===== src/rtl/shift_seq_pkg.sv =====
// Shared types and constants for the multi-cycle shift sequencer.
// SHIFT_SEQ_SRA_EN (optional define) enables the arithmetic-right operation.
// Holds the FSM state enum, op encodings and default widths.
package shift_seq_pkg;

  // Sequencer FSM states
  typedef enum logic [1:0] {
    IDLE  = 2'd0,
    SHIFT = 2'd1,
    DONE  = 2'd2
  } state_t;

  // Operation encodings for the op input
  localparam logic OP_SLL = 1'b0;
  localparam logic OP_SRA = 1'b1;

  // Default datapath sizing; 2**DEF_SHAMT_W must equal DEF_WIDTH
  localparam int DEF_WIDTH   = 32;
  localparam int DEF_SHAMT_W = 5;

endpackage


===== src/rtl/shift_seq_shift1_step.sv =====
// Combinational single-bit shift of a WIDTH-bit word: SLL, or SRA when enabled.
// Zero latency; no flow control.
// SHIFT_SEQ_SRA_EN selects whether the right-shift path exists at all.
module shift1_step
  import shift_seq_pkg::*;
#(
  parameter int WIDTH = DEF_WIDTH
) (
  input  logic             op_i,
  input  logic [WIDTH-1:0] din_i,
  output logic [WIDTH-1:0] dout_o
);

  logic [WIDTH-1:0] sll_d;

  // Logical left by one; the top bit falls off
  assign sll_d = {din_i[WIDTH-2:0], 1'b0};

`ifdef SHIFT_SEQ_SRA_EN
  logic [WIDTH-1:0] sra_d;

  // Arithmetic right by one; the sign bit is replicated
  assign sra_d  = {din_i[WIDTH-1], din_i[WIDTH-1:1]};
  assign dout_o = (op_i == OP_SRA) ? sra_d : sll_d;
`else
  // Right shift not built: op and the discarded top bit are deliberately unused
  logic unused_sig;
  assign unused_sig = op_i ^ din_i[WIDTH-1];
  assign dout_o     = sll_d;
`endif

endmodule


===== src/rtl/shift_seq.sv =====
// Multi-cycle shifter: one single-bit step per clock, result with a one-cycle ready pulse.
// Latency shamt+1 cycles from strobe to ready; a new start is accepted in the DONE cycle.
// Starts are ignored while busy (SHIFT); SHIFT_SEQ_SRA_EN enables arithmetic right shifts.
module shift_seq
  import shift_seq_pkg::*;
#(
  parameter int WIDTH   = DEF_WIDTH,
  parameter int SHAMT_W = DEF_SHAMT_W
) (
  input  logic               clock,
  input  logic               reset,
  input  logic               ctrl_shift,
  input  logic               op,
  input  logic [WIDTH-1:0]   data_in,
  input  logic [SHAMT_W-1:0] shamt,
  output logic [WIDTH-1:0]   data_out,
  output logic               data_resultRDY,
  output logic               busy
);

  state_t             state_q;
  logic [WIDTH-1:0]   acc_q;
  logic [SHAMT_W-1:0] cnt_q;
  logic               op_q;
  logic [WIDTH-1:0]   acc_d;
  logic               op_d;

`ifdef SHIFT_SEQ_SRA_EN
  assign op_d = op;
`else
  // Every operation is SLL; the op port stays for interface compatibility
  logic unused_op;
  assign unused_op = op;
  assign op_d      = OP_SLL;
`endif

  shift1_step #(
    .WIDTH (WIDTH)
  ) u_step (
    .op_i   (op_q),
    .din_i  (acc_q),
    .dout_o (acc_d)
  );

  // FSM plus operand/count registers; a start is only sampled in IDLE or DONE
  always_ff @(posedge clock or posedge reset) begin
    if (reset) begin
      state_q <= IDLE;
      acc_q   <= '0;
      cnt_q   <= '0;
      op_q    <= OP_SLL;
    end else begin
      case (state_q)
        IDLE, DONE: begin
          if (ctrl_shift) begin
            acc_q   <= data_in;
            cnt_q   <= shamt;
            op_q    <= op_d;
            state_q <= (shamt == '0) ? DONE : SHIFT;
          end else begin
            state_q <= IDLE;
          end
        end
        SHIFT: begin
          acc_q <= acc_d;
          cnt_q <= cnt_q - 1'b1;
          if (cnt_q == SHAMT_W'(1)) begin
            state_q <= DONE;
          end
        end
        default: state_q <= IDLE;
      endcase
    end
  end

  // Outputs decoded straight from registered state; acc holds the result after DONE
  assign data_out       = acc_q;
  assign busy           = (state_q == SHIFT);
  assign data_resultRDY = (state_q == DONE);

endmodule


===== config.mk =====
export PLATFORM = sky130hd
export DESIGN_NAME = shift_seq
export DESIGN_NICKNAME = d
export VERILOG_FILES = /design/src/rtl/shift_seq_pkg.sv /design/src/rtl/shift_seq_shift1_step.sv /design/src/rtl/shift_seq.sv
export SDC_FILE = /design/constraint.sdc
export NUM_CORES = 1
export LEC_CHECK = 0
export CAP_MARGIN = 20
export CELL_PAD_IN_SITES_DETAIL_PLACEMENT = 0
export CELL_PAD_IN_SITES_GLOBAL_PLACEMENT = 1
export CORE_ASPECT_RATIO = 1.4
export CORE_MARGIN = 2
export CORE_UTILIZATION = 31
export DETAILED_ROUTE_END_ITERATION = 10
export PLACE_DENSITY = 0.76
export SYNTH_ARGS = -nofsm -noshare
export SYNTH_HDL_FRONTEND = slang
export SYNTH_SLANG_ARGS = --single-unit
export TNS_END_PERCENT = 1

===== constraint.sdc =====
create_clock -name clock -period 1.8 [get_ports clock]
set_clock_uncertainty 0.15 [all_clocks]
set_input_delay 0.54 -clock clock [delete_from_list [all_inputs] [get_ports clock]]
set_output_delay 0.54 -clock clock [all_outputs]
set_load 0.01 [all_outputs]

==> results of run 1 <==
cell families (layout without fill, tap and decap cells):
group,Yosys count,in the layout,synth area share (%)
AO/OA/AOI/OAI,40,40,14.8
adder cells (fa/ha/maj),2,2,1.36
buffers and inverters,20,97,6.17
flip-flops,39,39,52.9
multiplexers,1,1,0.542
AND/OR/NAND/NOR,111,111,24.2
area by class of cell:
type | count | share of cell area [%]
Inverter | 4 | 0.542
Multi-Input combinational cell | 154 | 27.7
Clock buffer | 6 | 2.62
Timing Repair Buffer | 87 | 30.7
Tap cell | 70 | 3.16
Sequential cell | 39 | 35.2
Yosys cell counts (all sizes together), types with 2 or more instances:
library cell | instances | area [um^2]
a221o | 3 | 30.0
a22o | 2 | 17.5
a31oi | 31 | 194
buf | 16 | 98.8
dfrtp | 39 | 976
ha | 2 | 25.0
inv | 4 | 15.0
nand2 | 63 | 236
nand2b | 2 | 12.5
nor2 | 36 | 135
nor2b | 2 | 15.0
nor3 | 4 | 20.0
tightest hold or removal path, stage by stage (launching register included):
cell and delay, ns:
dfrtp_1 0.35, o311ai_1 0.09, nand2_1 0.06
worst max-delay path by stage:
stage	cells after the start	startpoint	slack, ns	to
2_1_floorplan	1	reset	0.22	cnt_q[0]$_DFFE_PP0P_
3_3_place_gp	4	shamt[2]	-0.23	state_q[0]$_DFFE_PP0P_
3_5_place_dp	4	shamt[2]	-0.24	state_q[0]$_DFFE_PP0P_
4_1_cts	2	state_q[0]$_DFFE_PP0P_	-0.01	data_resultRDY
5_1_grt	4	shamt[2]	0.04	state_q[1]$_DFFE_PP0P_
6_report	4	shamt[2]	0.08	state_q[0]$_DFFE_PP0P_
power groups by stage:
stage          clock network, mW  logic (mW)  registers, mW
6_report                   0.534        2.09           1.59
5_1_grt                    0.593        2.37           1.66
4_1_cts                    0.556        2.12           1.60
3_5_place_dp                   0        2.33           1.61
3_3_place_gp                   0        2.29           1.61
2_1_floorplan                  0        1.18           1.70
routing by layer:
layer	up-vias	track usage (%)	part of all wire, %
met3	4	2.96	3.4
met5	-	0	0
li1	874	-	-
met2	46	26.3	50
met1	819	20.1	45
met4	0	5.88	1.3
state kept, by name (all words and copies together) (netlist names):
signal / cells
data_out: 32
cnt_q: 5
state_q: 2
metrics by stage:
step / TNS (ns) / utilization (%)
2_1_floorplan: 0 / -
3_3_place_gp: -4.20 / 47.1
3_5_place_dp: -5.01 / 47.1
4_1_cts: -0.0201 / 47.7
5_1_grt: 0 / 47.6
6_report: 0 / 47.6
timing repair:
action                                  in CTS  in global routing
buffers inserted                             0                  0
resized for setup                           37                  4
cloned                                       0                  0
endpoints found under the setup margin      34                  5
hold endpoints to repair                     0                  0
==> run summary, run 1 <==
The tools report the worst-skew pair later-pin latency as 0.28 ns. CTS saw 39 sinks. In the post-route analysis, the smallest setup slack over all paths is 0.0767 ns.

Across every metal layer, demand over resource in global routing totals 15.6%. The floorplan step defined a die boundary enclosing 6600 um^2. The initial antenna violation count is 0, and the final standard cell area without fillers is 2770 um^2. Power spread over the standard cell area amounts to 1520 nW/um^2.

Per report_power, the clock group accounts for 12.7% of the total. The proportion of synthesized chip area in sequential cells was 52.9%; the setup-violating endpoint count in the final report was 0. Die extent in x: 69.2 um. The end point of the worst hold path is cnt_q[4]$_DFFE_PP0P_. The logs give 1.45 mV for the maximum vdd drop and 213 for the gate count after technology mapping. The run gives 31.7% as the initial cell density of the core. The endpoint identified for the worst register-to-register timing path is cnt_q[2]$_DFFE_PP0P_. The die is 95.3 um tall.

The switching fraction of total power works out to 40.0%. The number of cell instances on the worst register-to-register path was 4. Power comes to 4.21 mW. For the number of nets at the end of the flow, the log shows 334. The run finished with clean final reports. The worst hold path passes through 2 cells.

The gate family responsible for the most delay along the worst path was simple AND/OR/NAND/NOR gates. Maximum buffer depth of the clock tree: 2. The area growth from synthesis to layout is 50.2%.

The CTS buffer count was 5; the I/O pin total was 75. For this run, design rule violations remaining after detail routing come to 0. Transition time at the pin with the least slew margin: 0.462 ns. For this design, the CTS-stage hold fixing added 0 buffers.

Summed over all nets, the switching power comes to 1.68 mW. The run gives 0 as the total count of hold-check failures in the final report. At the worst endpoint, the required time is 1.80 ns. The leading register cell type out of synthesis is dfrtp_1.

The tools report the weighted congestion reported at the end of routability-driven placement as 0.742. CTS placed an instance of clkbuf_8 at the clock tree root. The worst setup path is of the in2reg kind. The internal cell power came out at 2.53 mW. For the number of diodes, the log shows 0.

The placeable core region was 5820 um^2; the first-pass detailed-route iteration total was 4. The final max-slew violation count is 0, and the total buffers and inverters traversed by the critical path is 1. The tools report the critical hold path startpoint as cnt_q[4]$_DFFE_PP0P_.

The first global-routing pass estimated 8290 um of wire. Static timing analysis puts the maximum clock frequency at 0.580 GHz. For this run, the number of Yosys warnings is 0.

The sum of routed wire length over all layers was 4820 um. Clock-pin slew was measured on the worst setup and hold paths at 0.07 ns. The run gives 0 as the final global-route overflow total. Counting flops and latches in the post-synthesis netlist gives 39. The number of nets handed over by synthesis was 256.

The routed wirelength normalized by instance count was 13.4 um. The number of inserted filler cells in the final layout was 562; the area of the multi-input gates was 768 um^2. TritonCTS built the clock tree. The detailed-placement wirelength estimate was 3310 um; the overall via count from detail_route was 1743.

In this run the worst path has a maximum fanout of 2. The tools report the site row count as 33. The post-placement cell count was 354; the average instance area after synthesis was 8.66 um^2. The power share of the sequential group was 37.7%. The library cell contributing the largest single delay on the critical path was or4_1.

Counting flops with a built-in enable in the synthesized netlist gives 0. The count of H-tree levels built during CTS is 2. The run gives 1724 as the via count of the first global-routing pass. In this run the static leakage power is 1.22 nW. The worst path needs 1.72 ns of the cycle, external delays included. Setup repair after global routing left no endpoint under its margin.

The tools report the combinational cell fraction of total power as 49.6%. In the layout the commonest cells are 63 x nand2_1, 39 x dfrtp_1, 39 x clkdlybuf4s50_1, 36 x nor2_1, 32 x dlygate4sd2_1. The internal reg-to-reg setup slack is 0.16 ns, and the standard cell area after detailed placement is 2740 um^2. First-iteration detailed-routing DRC count: 82. The logs give 1.73 ns for the worst path arrival time and 0.378 ns for the hold slack.

The maximum number of pins on one net before global-route repair was 68. STA classifies the critical path endpoint as a flip-flop. Traced cell by cell, the critical path runs through clkdlybuf4s50_1, or4_1, nor2_1, o22ai_1. The via density per instance is 4.84, and the count of different cell masters after synthesis is 26. Dividing the final minimum period by the clock period gives 95.7%. Count of port buffers added during placement: 73. The number of nets still failing antenna checks after routing was 0.

In this design, the stage delay of the slowest critical-path cell is 0.51 ns. Summing all flip-flop and latch instances after layout gives 976 um^2. The area of the mapped netlist is 1850 um^2. Fraction of final layout cells with drive strength greater than 1: 8.28%. Headroom to the max-slew limit came out at 69.2%. Critical path launch point type: an input pin.

The classification of the worst-slack hold path is reg2reg. The post-synthesis async set-or-reset flop share is 100%. The worst register-to-register path begins at state_q[0]$_DFFE_PP0P_.

Count of non-filler cells in the finished layout: 360. Commonest non-fill, non-tap cell in the layout: nand2_1. The tool flagged a number of max-cap violations equal to 0.

The worst slack after detailed placement came out at -0.240 ns.
Power figures use the tool's default switching activity.
==> inputs of run 2 (changes only) <==
--- a/config.mk
+++ b/config.mk
@@ -9,8 +9,9 @@
 export CELL_PAD_IN_SITES_DETAIL_PLACEMENT = 0
 export CELL_PAD_IN_SITES_GLOBAL_PLACEMENT = 1
 export CORE_ASPECT_RATIO = 1.4
-export CORE_MARGIN = 2
+export CORE_MARGIN = 4
 export CORE_UTILIZATION = 31
+export CTS_BUF_LIST = sky130_fd_sc_hd__clkbuf_4 sky130_fd_sc_hd__clkbuf_8 sky130_fd_sc_hd__clkbuf_16
 export DETAILED_ROUTE_END_ITERATION = 10
 export PLACE_DENSITY = 0.76
 export SYNTH_ARGS = -nofsm -noshare
==> run 2 against run 1 <==
  * Critical path type unchanged
  * Die area increased by 10%
  * Design area decreased by 1.2%
  * Critical path depth did not move
  * Final cell count did not move
  * Core utilization shrank 0.58 points
  * Sequential share of layout area up 0.43 points
  * Sequential power about the same
  * Routed wire length rose by 5.5%
  * Register-to-register slack barely moved
  * Total power is 0.19% lower
  * Clock-buffer cell count unchanged
  * Hold slack better by 0.012 ns
==> run summary, run 2 (synthesized netlist as in run 1, its figures left out) <==
The number of nets at the end of the flow was 334 (unchanged). The tools report the critical path launch point type as an input pin. The number of diodes is 0 (unchanged).

The run gives 0.28 ns (about the same) as the worst-skew pair later-pin latency. In the layout the commonest cells are 63 x nand2_1, 39 x dfrtp_1, 39 x clkdlybuf4s50_1, 36 x nor2_1, 32 x dlygate4sd2_1. Fraction of the core area covered by cells at the end of the flow: 47.0% (-0.58 points). The die height came out at 99.3 um (+4.2%). The run gives -0.236 ns (+0.00365 ns) as the worst slack after detailed placement.

Origin of the worst setup path: shamt[2]. The number of inserted filler cells in the final layout was 587 (+4.4%); the CTS buffer count was 5 (unchanged). The portion of the clock cycle consumed by the worst path in the final layout was 95.6% (-0.17 points); the critical path data required time was 1.80 ns (about the same).

The via density per instance came out at 4.86 (+0.29%). The worst setup path is captured at a flip-flop. The power density relative to cell area is 1540 nW/um^2 (+1.0%).

The area overhead of the layout relative to synthesis is 48.3%, and the clock slew at the register clock pins of the worst setup and hold paths is 0.07 ns (about the same). The I/O pin total is 75 (unchanged). For the count of non-filler cells in the finished layout, the log shows 360 (unchanged). For the initial antenna violation count, the log shows 0 (unchanged). Gate family responsible for the most delay along the worst path: simple AND/OR/NAND/NOR gates. The transition time at the pin with the least slew margin works out to 0.464 ns (+0.00148 ns). The initial cell density of the core is 31.7% (unchanged), and the achievable clock frequency is 0.581 GHz (+0.17%).

The category of the critical setup timing path was in2reg. The tools report the leakage power figure as 1.21 nW (-0.89%). Final global-route overflow total: 0 (unchanged). The overall via count from detail_route is 1748 (+0.29%). The run gives 7270 um^2 (+10%) as the die footprint.

The run finished with clean final reports. The tools report the via count of the first global-routing pass as 1758 (+2.0%). Delay contributed by the slowest stage of the critical path: 0.52 ns (about the same). For the TritonCTS sink count, the log shows 39 (unchanged). Setup repair after global routing left no endpoint under its margin. Count of port buffers added during placement: 73 (unchanged). The worst register-to-register path begins at state_q[0]$_DFFE_PP0P_. The largest driver fanout on the critical path was 2 (unchanged). The time the final worst path needs with I/O delays and setup is 1.72 ns (-0.00298 ns). For the worst path arrival time, the log shows 1.73 ns (about the same). The run gives 4 (unchanged) as the first-pass detailed-route iteration total. The signal on the critical path passes through clkdlybuf4s50_1, or4_1, nor2_1, o22ai_1.

The first-pass GRT wire length was 8540 um (+2.9%); the maximum vdd drop was 0.920 mV (-37%). On the critical path, the stage with the largest delay is an instance of or4_1. For the maximum number of pins on one net before global-route repair, the log shows 68 (unchanged).

The max-slew headroom at the worst pin was 69.1% (-0.099 points); the post-placement cell count was 353 (-0.28%). The run gives 5080 um (+5.5%) as the sum of routed wire length over all layers. The tightest min-delay check is of the reg2reg type.

TritonCTS built the clock tree. The tools report the global routing usage summed across all routing layers as 14.8% (-0.89 points). The tools report the placeable core region as 5820 um^2 (unchanged). The total buffers and inverters traversed by the critical path is 1 (unchanged).

The run gives 0.759 (+2.3%) as the weighted congestion reported at the end of routability-driven placement. Number of flip-flops under the largest register name: 32 (unchanged). Routed wirelength normalized by instance count: 14.1 um (+5.5%). Leaving out fill and tap cells, the most frequent cell in the layout is nand2_1. The number of nets still failing antenna checks after routing came out at 0 (unchanged). For the count of H-tree levels built during CTS, the log shows 2 (unchanged). The run gives 0 ns (unchanged) as the final setup TNS. The tools report the first-iteration detailed-routing DRC count as 129 (+57%). The clock root buffer master is clkbuf_8. The site row count came out at 33 (unchanged). The total power consumption of the routed design was 4.20 mW (-0.19%). The critical hold path startpoint was cnt_q[4]$_DFFE_PP0P_. The maximum buffer depth of the clock tree was 2 (unchanged).

The final max-slew violation count was 0 (unchanged); the setup-violating endpoint count in the final report was 0 (unchanged). The remaining design rule violation count was 0 (unchanged); the setup slack after layout was 0.0797 ns (+0.00298 ns). The number of max-cap violations was 0 (unchanged); the die extent in x was 73.2 um (+5.8%).

The fraction of final layout cells with drive strength greater than 1 came out at 8.62% (+0.34 points). The detailed-placement wirelength estimate was 3590 um (+8.4%); the total count of hold-check failures in the final report was 0 (unchanged).
==> run 2: changes by cell type in the layout (fill, tap and decap cells not counted), sizes merged <==
cell and change:
buf +1, clkbuf -1
==> run 2: final cells by class <==
class / count / area (um^2) / area share [%]
inverter: 4 / 15.0 / 0.548
tap: 70 / 87.6 / 3.20
sequential: 39 / 976 / 35.6
timing repair buffer: 87 / 815 / 29.8
multi-input combinational: 154 / 768 / 28.1
clock buffer: 6 / 76.3 / 2.79
==> run 2: final timing paths <==
check / slack (ns) / end / depth (start not counted)
min in group asynchronous: 0.45 / data_out[8]$_DFFE_PP0P_ / 3
max in group asynchronous: 0.86 / data_out[18]$_DFFE_PP0P_ / 3
hold reg to reg: 0.39 / cnt_q[4]$_DFFE_PP0P_ / 2
setup reg to reg: 0.17 / cnt_q[2]$_DFFE_PP0P_ / 4
setup / recovery: 0.08 / state_q[0]$_DFFE_PP0P_ / 4
hold / removal: 0.39 / cnt_q[4]$_DFFE_PP0P_ / 2
==> run 2: worst min-delay path: stages, from the launching register on <==
cell	delay (ns)
dfrtp_1	0.35
o311ai_1	0.09
nand2_1	0.06
==> run 2: power breakdown <==
group	internal (mW)	switching, mW
logic	0.955	1.11
registers	1.28	0.304
clock network	0.273	0.279
==> run 2: metal layers <==
layer | global-route usage [%] | routed length [um]
met1 | 19.1 | 2190
met3 | 2.33 | 229
met2 | 24.3 | 2600
met5 | 0 | 0
met4 | 5.68 | 64
==> run 2: stage by stage <==
stage	hold WS [ns]	instance area [um^2]
final	0.390	2740
after global routing	0.431	2740
after CTS	0.391	2750
after detailed placement	0.371	2700
after global placement	0.359	2700
after floorplan	0.340	1850
==> run 2: repair_timing <==
action	CTS	global route
pin swaps	0	0
hold endpoints to repair	0	0
hold buffers	0	0
cloned	0	0
setup endpoints to repair	34	4
setup buffers	1	0
resized for setup	39	3
